<file path="config.mk">
export PLATFORM = sky130hd
export DESIGN_NAME = rec_play_ctrl
export DESIGN_NICKNAME = d
export VERILOG_FILES = /design/src/rtl/piano_pkg.sv /design/src/rtl/rec_mem.sv /design/src/rtl/rec_play_ctrl.sv
export SDC_FILE = /design/constraint.sdc
export NUM_CORES = 1
export LEC_CHECK = 0
export CAP_MARGIN = 10
export CORE_UTILIZATION = 40
export DETAILED_ROUTE_END_ITERATION = 10
export MAX_ROUTING_LAYER = met4
export SLEW_MARGIN = 20
export SYNTH_ARGS = -nofsm -noshare
export SYNTH_HDL_FRONTEND = slang
export SYNTH_HIERARCHICAL = 1
export SYNTH_SLANG_ARGS = --single-unit
export TNS_END_PERCENT = 100
</file>
<file path="constraint.sdc">
create_clock -name sysclk -period 4.4 [get_ports sysclk]
set_input_delay 0.88 -clock sysclk [delete_from_list [all_inputs] [get_ports sysclk]]
set_output_delay 0.88 -clock sysclk [all_outputs]
set_load 0.1 [all_outputs]
</file>
<file path="src/rtl/piano_pkg.sv">
// Shared types and constants for the piano record/playback controller.
package piano_pkg;

  typedef enum logic [1:0] {
    MODE_IDLE = 2'd0,
    MODE_REC  = 2'd1,
    MODE_PLAY = 2'd2
  } mode_t;

  localparam logic [2:0] NOTE_NONE = 3'b111;
  localparam int ENTRY_W = 9;
  localparam int DUR_W   = 4;

  typedef struct packed {
    logic [2:0]       code;
    logic [1:0]       tone;
    logic [DUR_W-1:0] dur;
  } entry_t;

endpackage

</file>
<file path="src/rtl/rec_mem.sv">
// Single-port recording memory: synchronous write, registered read.
module rec_mem
  import piano_pkg::*;
#(
  parameter int DEPTH = 32,
  parameter int AW    = $clog2(DEPTH)
) (
  input  logic               clk,
  input  logic               we,
  input  logic [AW-1:0]      addr,
  input  logic [ENTRY_W-1:0] wdata,
  output logic [ENTRY_W-1:0] rdata
);

  logic [ENTRY_W-1:0] mem [DEPTH];

  always_ff @(posedge clk) begin
    if (we) mem[addr] <= wdata;
    rdata <= mem[addr];
  end

endmodule

</file>
<file path="src/rtl/rec_play_ctrl.sv">
// Record/playback controller for the piano keyboard (run-length note memory).
// Define LOOP_PLAY_EN to make playback wrap to entry 0 until stop_btn.
module rec_play_ctrl
  import piano_pkg::*;
#(
  parameter int DEPTH   = 32,
  parameter int DUR_MAX = 15
) (
  input  logic                     sysclk,
  input  logic                     rst,
  input  logic [2:0]               key_code,
  input  logic [1:0]               key_tone,
  input  logic                     step_tick,
  input  logic                     rec_btn,
  input  logic                     play_btn,
  input  logic                     stop_btn,
  output logic [2:0]               note_code,
  output logic [1:0]               note_tone,
  output logic [1:0]               mode,
  output logic                     full,
  output logic [$clog2(DEPTH):0]   count
);

  localparam int AW = $clog2(DEPTH);
  localparam int CW = AW + 1;
  localparam logic [CW-1:0]    CNT_FULL = CW'(DEPTH);
  localparam logic [DUR_W-1:0] DUR_LIM  = DUR_W'(DUR_MAX);

  mode_t            state, state_n;
  logic [CW-1:0]    cnt, cnt_n;
  logic             full_r, full_n;
  logic [AW-1:0]    wr_ptr, wr_ptr_n;
  logic [AW-1:0]    rd_ptr, rd_ptr_n;
  logic [2:0]       cur_code, cur_code_n;
  logic [1:0]       cur_tone, cur_tone_n;
  logic [DUR_W-1:0] cur_dur, cur_dur_n;
  logic [DUR_W-1:0] remain, remain_n, remain_eff;
  logic             load_pend, load_pend_n;
  logic [2:0]       live_code;
  logic [1:0]       live_tone;

  logic               mem_we;
  logic [AW-1:0]      mem_addr;
  logic [ENTRY_W-1:0] mem_wdata;
  logic [ENTRY_W-1:0] mem_rdata;
  entry_t             rd_entry;
  logic [CW-1:0]      cnt_m1;
  logic               same_note;
  logic               last_entry;

  assign rd_entry   = entry_t'(mem_rdata);
  assign cnt_m1     = cnt - CW'(1);
  assign last_entry = ({1'b0, rd_ptr} == cnt_m1);
  assign same_note  = ({key_code, key_tone} == {cur_code, cur_tone});
  // The read data lands one cycle after an entry is selected, so remain is
  // taken straight from the memory output on that cycle.
  assign remain_eff = load_pend ? rd_entry.dur : remain;

  always_comb begin
    state_n     = state;
    cnt_n       = cnt;
    full_n      = full_r;
    wr_ptr_n    = wr_ptr;
    rd_ptr_n    = rd_ptr;
    cur_code_n  = cur_code;
    cur_tone_n  = cur_tone;
    cur_dur_n   = cur_dur;
    remain_n    = remain_eff;
    load_pend_n = 1'b0;
    mem_we      = 1'b0;
    mem_wdata   = {cur_code, cur_tone, cur_dur};

    unique case (state)
      MODE_IDLE: begin
        if (stop_btn) begin
          state_n = MODE_IDLE;
        end else if (rec_btn) begin
          state_n   = MODE_REC;
          cnt_n     = '0;
          full_n    = 1'b0;
          wr_ptr_n  = '0;
          cur_dur_n = '0;
        end else if (play_btn && cnt != '0) begin
          state_n     = MODE_PLAY;
          rd_ptr_n    = '0;
          load_pend_n = 1'b1;
        end
      end

      MODE_REC: begin
        if (stop_btn) begin
          if (cur_dur != '0 && cnt != CNT_FULL) begin
            mem_we   = 1'b1;
            cnt_n    = cnt + CW'(1);
            wr_ptr_n = wr_ptr + AW'(1);
          end
          state_n = MODE_IDLE;
        end else if (step_tick) begin
          if (cur_dur == '0) begin
            cur_code_n = key_code;
            cur_tone_n = key_tone;
            cur_dur_n  = DUR_W'(1);
          end else if (same_note && cur_dur < DUR_LIM) begin
            cur_dur_n = cur_dur + DUR_W'(1);
          end else if (cnt == CNT_FULL) begin
            full_n  = 1'b1;
            state_n = MODE_IDLE;
          end else begin
            mem_we     = 1'b1;
            cnt_n      = cnt + CW'(1);
            wr_ptr_n   = wr_ptr + AW'(1);
            cur_code_n = key_code;
            cur_tone_n = key_tone;
            cur_dur_n  = DUR_W'(1);
          end
        end
      end

      MODE_PLAY: begin
        if (stop_btn) begin
          state_n = MODE_IDLE;
        end else if (step_tick) begin
          if (remain_eff <= DUR_W'(1)) begin
            if (last_entry) begin
`ifdef LOOP_PLAY_EN
              rd_ptr_n    = '0;
              load_pend_n = 1'b1;
`else
              state_n = MODE_IDLE;
`endif
            end else begin
              rd_ptr_n    = rd_ptr + AW'(1);
              load_pend_n = 1'b1;
            end
          end else begin
            remain_n = remain_eff - DUR_W'(1);
          end
        end
      end

      default: state_n = MODE_IDLE;
    endcase
  end

  // Reads follow the next pointer so the selected entry is on rdata right
  // after the tick that selects it, even with back-to-back ticks.
  assign mem_addr = mem_we ? wr_ptr : rd_ptr_n;

  always_ff @(posedge sysclk) begin
    if (rst) begin
      state     <= MODE_IDLE;
      cnt       <= '0;
      full_r    <= 1'b0;
      wr_ptr    <= '0;
      rd_ptr    <= '0;
      cur_code  <= NOTE_NONE;
      cur_tone  <= '0;
      cur_dur   <= '0;
      remain    <= '0;
      load_pend <= 1'b0;
      live_code <= NOTE_NONE;
      live_tone <= '0;
    end else begin
      state     <= state_n;
      cnt       <= cnt_n;
      full_r    <= full_n;
      wr_ptr    <= wr_ptr_n;
      rd_ptr    <= rd_ptr_n;
      cur_code  <= cur_code_n;
      cur_tone  <= cur_tone_n;
      cur_dur   <= cur_dur_n;
      remain    <= remain_n;
      load_pend <= load_pend_n;
      live_code <= key_code;
      live_tone <= key_tone;
    end
  end

  rec_mem #(.DEPTH(DEPTH), .AW(AW)) u_mem (
    .clk   (sysclk),
    .we    (mem_we),
    .addr  (mem_addr),
    .wdata (mem_wdata),
    .rdata (mem_rdata)
  );

  assign note_code = (state == MODE_PLAY) ? rd_entry.code : live_code;
  assign note_tone = (state == MODE_PLAY) ? rd_entry.tone : live_tone;
  assign mode      = state;
  assign full      = full_r;
  assign count     = cnt;

endmodule

</file>
# Word-level counts from Yosys, hierarchy flattened
# Memory sizes are Yosys's and may differ from the RTL's. A register that Yosys moved wholly into a read port is not among the register bits.
# Cells that the tools add are included.
# op_classes
n_addsub	6
magnitude_cmp	2
n_eq_ne	26
n_mux	86
n_bitwise	1
n_reduce_logical	13
# op_table
cell	n
$mux W5	16
$mux W4	12
$mux W6	8
$mux W2	16
$ne A3 B3 Y1 const B	9
$reduce_and A8 Y1	3
$mux W1	23
$pmux W5 S2	2
$ne A2 B2 Y1 const B	9
$mux W3	4
$pmux W6 S2	1
$add A5 B1 Y5 const B	2
$ne A4 B4 Y1 const B	2
$pmux W4 S2	1
$add A6 B1 Y6 const B	1
$eq A5 B6 Y1	1
$eq A6 B6 Y1 const B	1
$ne A6 B6 Y1 const B	1
$pmux W2 S3	1
$reduce_and A6 Y1	1
$reduce_bool A6 Y1	1
$sub A6 B1 Y6 const B	1
$eq A5 B5 Y1	1
$reduce_and A5 Y1	1
other kinds (13)	16
# totals
reg_bits	38
mem_bits_rw	288
in_bits	11
out_inout_bits	14
wordCells	147
n_memories	1
# memory_table
name	words	word_bits	read_ports	rd_clocked_by_memory_dff	wr	line	source
u_mem.mem	32	9	1	1	1	rec_mem.sv:15	logic [ENTRY_W-1:0] mem [DEPTH];

# Longest topological paths before layout
# depth
depth_word	9
ltp_mapped	17
ltp_nobuf	13

# By module
# Netlist, hierarchy kept.
# modules_own_cells
mod	n_inst	cells_per_inst	area_each_um2	seq_area_each_um2
rec_mem	1	638	11423.5	8828.5
rec_play_ctrl	1	275	2267.2	760.7

# Worst setup path after synthesis
# Ideal clock, no wire load.
# synth_path
path_type	reg-to-reg
startpoint	register cnt[0] (netlist: count[0])
endpoint	memory u_mem.mem[24][0] (enable)
setup_time_ns	0.387
t_arrival_ns	4.257
t_required_ns	4.013
setup_slack_ns	-0.243
path_stages_with_launch	14
path_buffers	4
period_less_slack_ns	4.643
cell_sequence	dfxtp_1 inv_1 ha_1 nor4b_2 and2_1 buf_2 nor3_1 a41o_1 buf_2 mux2_2 clkbuf_1 or3b_2 clkbuf_1 nor3_1
# synth_between
word_cells_on_any_way	25
cone_classes	add/sub (1); eq/ne (3); mux (18); reduce/logical (3)
# synth_rtl
item	line	source
start, declared	rec_play_ctrl.sv:30	logic [CW-1:0] cnt, cnt_n;
start signal, assigned	rec_play_ctrl.sv:165	cnt <= cnt_n;
$eq A6 B6 Y1	rec_play_ctrl.sv:105	end else if (cnt == CNT_FULL) begin
$mux W1	rec_play_ctrl.sv:105	
$mux W1	rec_play_ctrl.sv:103	end else if (same_note && cur_dur < DUR_LIM) begin
$mux W1	rec_play_ctrl.sv:99	if (cur_dur == '0) begin
$mux W1	rec_play_ctrl.sv:98	end else if (step_tick) begin
$mux W1 *	rec_play_ctrl.sv:91	if (stop_btn) begin
$mux W1 *	rec_play_ctrl.sv:73	unique case (state)
named net mem_we	rec_play_ctrl.sv:42	logic mem_we;
$mux W5 *	rec_play_ctrl.sv:147	assign mem_addr = mem_we ? wr_ptr : rd_ptr_n;
named net mem_addr[0]	rec_play_ctrl.sv:43	logic [AW-1:0] mem_addr;
end, declared	rec_mem.sv:15	
# Mark *: on every way through the listed nets, which the timed path passes. The rest lies on a longest branch.

# Worst setup path in the final report
# layout_path
startpoint	register load_pend
endpoint	register u_mem.rdata[2] (read register of u_mem.mem)
# layout_between
elab_chain_len	7
# layout_lines
item	line	source
start, declared	rec_play_ctrl.sv:38	logic load_pend, load_pend_n;
start signal, assigned	rec_play_ctrl.sv:173	load_pend <= load_pend_n;
$mux W4	rec_play_ctrl.sv:57	assign remain_eff = load_pend ? rd_entry.dur : remain;
$le A4 B1 Y1	rec_play_ctrl.sv:123	if (remain_eff <= DUR_W'(1)) begin
$mux W5	rec_play_ctrl.sv:123	
$mux W5	rec_play_ctrl.sv:122	end else if (step_tick) begin
$mux W5	rec_play_ctrl.sv:120	if (stop_btn) begin
$pmux W5 S2	rec_play_ctrl.sv:73	
$mux W5	rec_play_ctrl.sv:147	
named net mem_addr[1]	rec_play_ctrl.sv:43	
end, declared	rec_mem.sv:12	output logic [ENTRY_W-1:0] rdata
# The timed path passes the listed nets, and every way through them passes these cells.
# A chain may end at the register's enable or synchronous reset.

==> qor.txt <==
Status = complete, no violations
Area Growth Syn to Fin = 21.1%
Crit Path Max Fanout = 32
Cell Area, Synth = 0.0137 sq mm
Initial antenna violation count = 0
Synthesized area per cell = 15.0 sq um
Final Max Slew Viols = 0
Largest net degree at the start of global routing = 45
Detailed-route via count = 8234
Worst setup path end = u_mem/rdata[2]
Io pins = 25
Reg-to-reg critical path endpoint = u_mem/rdata[2]
Dpl cells = 1473
Syn. warnings = 6
Crit start category = register
GRT overflow = 0
Post-synth net total = 933
Clk pin slew, worst setup/hold paths = 0.06 ns
Reg2Reg Depth = 14
M1 wire length = 14600 um
Worst path max stage delay = 0.46 ns
Routed wire length on met3 = 1290 um
Crit share post-route = 92.0%
Antenna Cells = 0
First-pass GRT wire length = 48800 um
Worst hold path class = reg2reg
Nets = 1085
Worst-margin pin slew = 0.981 ns
Die W = 187 um
Max_cap viols = 0
Final critical-path required period = 4.05 ns
DRT iter0 DRCs = 609
DR DRC count = 0
CTS tree = done
Final setup violation count = 0
Worst-case clock buffer depth = 3
Pre-antenna DRT Iters = 4
Critical path arrival = 4.46 ns
WL final = 32100 um
CP Cell Sequence = mux2i_1 > ha_1 > nor2_1 > nor3b_2 > o211ai_2 > mux2i_1 > o31ai_4 > buf_4 > buf_12 > mux2i_1 > o22ai_1 > nor4_1 > buf_4 > nand2_1
Most numerous cell on the critical path = mux2i_1
RSZ-0062 raised after global routing = false
Seq/Total Area, Yosys = 70.0%
Worst slew margin = 34.4%
Post-placement cell area = 0.0154 sq mm
WL/cell = 20.8 um
Top sig layer = met4
Final Wtd Congestion = 0.822
Ys flop type = edfxtp_1
Core area = 0.0336 sq mm
Root buf cell = clkbuf_16
Post-DRT Antenna Nets = 0
Number of cells on the critical path = 14
Sink Count = 335
Nature of the critical path endpoint = register
Max VDD drop = 0.357 mV
DP Wirelength = 21400 um
Die H = 187 um
Final Cell Area = 0.0166 sq mm
Non-Filler Instances = 1540
Clock latency on the worst-skew pair = 0.52 ns
Vias per inst = 5.35
Vias in the first global route = 8255
Initial Util = 40.7%
Number of fill cells in the layout = 2844
Row count = 67
Final Hold Vio Count = 0
Lkg Pwr = 5.49 nW
Crit path from = load_pend
Crit Path Class = reg2reg
CTS Hold Bufs = 0
Utilization after layout = 49.3%
Worst path bufs/invs = 3
Synth Instances = 913
Full die area = 0.0350 sq mm
TritonCTS buffer count = 36
Share of cells above drive strength 1 = 19.6%
Final hold slack = 0.486 ns
Family with the most delay on the worst path = simple AND/OR/NAND/NOR gates
H-tree levels = 2
Pwr/cell area = 397 mW/mm^2
IO Port Bufs = 24
Post-synth EDFFs = 288
Slowest-stage cell, CP = o31ai_4
Skew final = 0.0241 ns
Post-synth cell types = 58
Reg2reg setup slack = 0.35 ns
FF-to-FF Start = load_pend
FF+latch count, synth = 335
FMAX = 247 MHz
Synth async-reset ratio = 0%
CP required = 4.81 ns
WL met2 = 15400 um
Cells on Worst Hold Path = 2
Setup_tns = 0 ns
Tot GR Track Use = 18.9%
-- worst min path at each step --
| stage | start | endpoint | slack [ns] |
|---|---|---|---|
| 2_1_floorplan | wr_ptr[1] | wr_ptr[1] | 0.48 |
| 3_3_place_gp | full | full | 0.47 |
| 3_5_place_dp | full | full | 0.47 |
| 4_1_cts | full | full | 0.49 |
| 5_1_grt | full | full | 0.52 |
| 6_report | full | full | 0.49 |
-- layout by cell type, fill, tap and decap left out, drive strengths merged, types with 5 or more instances in the layout --
cell type,instances
nand4bb,5
mux2i,152
inv,16
nand4,5
o22ai,73
nand3,10
clkdlybuf4s50,19
nor4,21
xnor2,15
edfxtp,288
dfxtp,47
nand2,41
or4b,5
a21oi,11
nor2,58
nor2b,11
o31ai,5
ha,9
clkinv,5
nor3,14
xor2,8
clkbuf,56
buf,144
-- kinds of logic after synthesis --
kind of cell,share of synthesized area [%]
buffers and inverters,2.12
AND/OR/NAND/NOR,8.09
flip-flops,70.0
XOR/XNOR,1.47
multiplexers,11.4
adder cells (fa/ha/maj),0.823
AO/OA/AOI/OAI,6.01
-- what timing repair did --
action | in CTS | in global routing
endpoints found under the setup margin | 0 | 3
setup buffers | 0 | 2
gates resized for setup | 0 | 2
-- registers in the layout, summed over array words and instances (netlist names), 3 cells and up --
register     cells
remain           4
u_mem/rdata      9
wr_ptr           5
cur_dur          4
u_mem/mem      288
cur_code         3
count            6
live_code        3
rd_ptr           5
-- final cells by class --
class	instances	area, sq um	area share, %
inverters	14	52.6	0.317
clock buffers	56	1030	6.21
repair buffers	163	1410	8.50
clock inverters	9	76.3	0.460
well taps	448	561	3.38
flip-flops and latches	335	9590	57.9
multi-input cells	515	3860	23.3
-- synthesized netlist by cell type, types with 5 or more instances --
cell,n,share of area (%)
or4b_1,5,0.37
dfxtp_1,47,6.9
nor3_1,14,0.51
buf_2,31,1.1
nand3_1,10,0.37
o31ai_1,5,0.27
nand4_1,5,0.23
nand4bb_1,5,0.41
o22ai_1,72,3.3
clkbuf_1,14,0.38
xor2_1,8,0.51
nor4_1,21,0.96
nand2_1,41,1.1
mux2i_1,152,11
nor2_1,58,1.6
inv_1,14,0.38
nor2b_1,11,0.50
xnor2_1,15,0.96
a21oi_1,11,0.40
edfxtp_1,288,63
ha_1,9,0.82
-- worst register-to-register path, cell delays in order (launching register included) --
cell	delay (ns)
dfxtp_1	0.44
mux2i_1	0.35
ha_1	0.26
nor2_1	0.07
nor3b_2	0.38
o211ai_2	0.24
mux2i_1	0.22
o31ai_4	0.46
buf_4	0.21
buf_12	0.23
mux2i_1	0.30
o22ai_1	0.15
nor4_1	0.40
buf_4	0.20
nand2_1	0.04
-- where the power goes --
part           internal [mW]  total (mW)  switching [mW]
clock network           1.67        2.84            1.17
registers               3.44        3.45          0.0183
logic                 0.0953       0.285           0.189
-- layer usage --
| layer | global-route usage [%] | vias up |
|---|---|---|
| li1 | - | 3847 |
| met4 | 5.86 | 0 |
| met2 | 30.4 | 154 |
| met5 | - | - |
| met3 | 2.80 | 54 |
| met1 | 24.9 | 4179 |
-- per-stage QoR --
stage	setup slack [ns]	total power [mW]
6_report	0.354	6.58
5_1_grt	0.0551	6.77
4_1_cts	0.160	6.64
3_5_place_dp	-0.353	3.81
3_3_place_gp	-0.347	3.81
2_1_floorplan	0.0425	3.70
(Power assumes the default switching activity.)
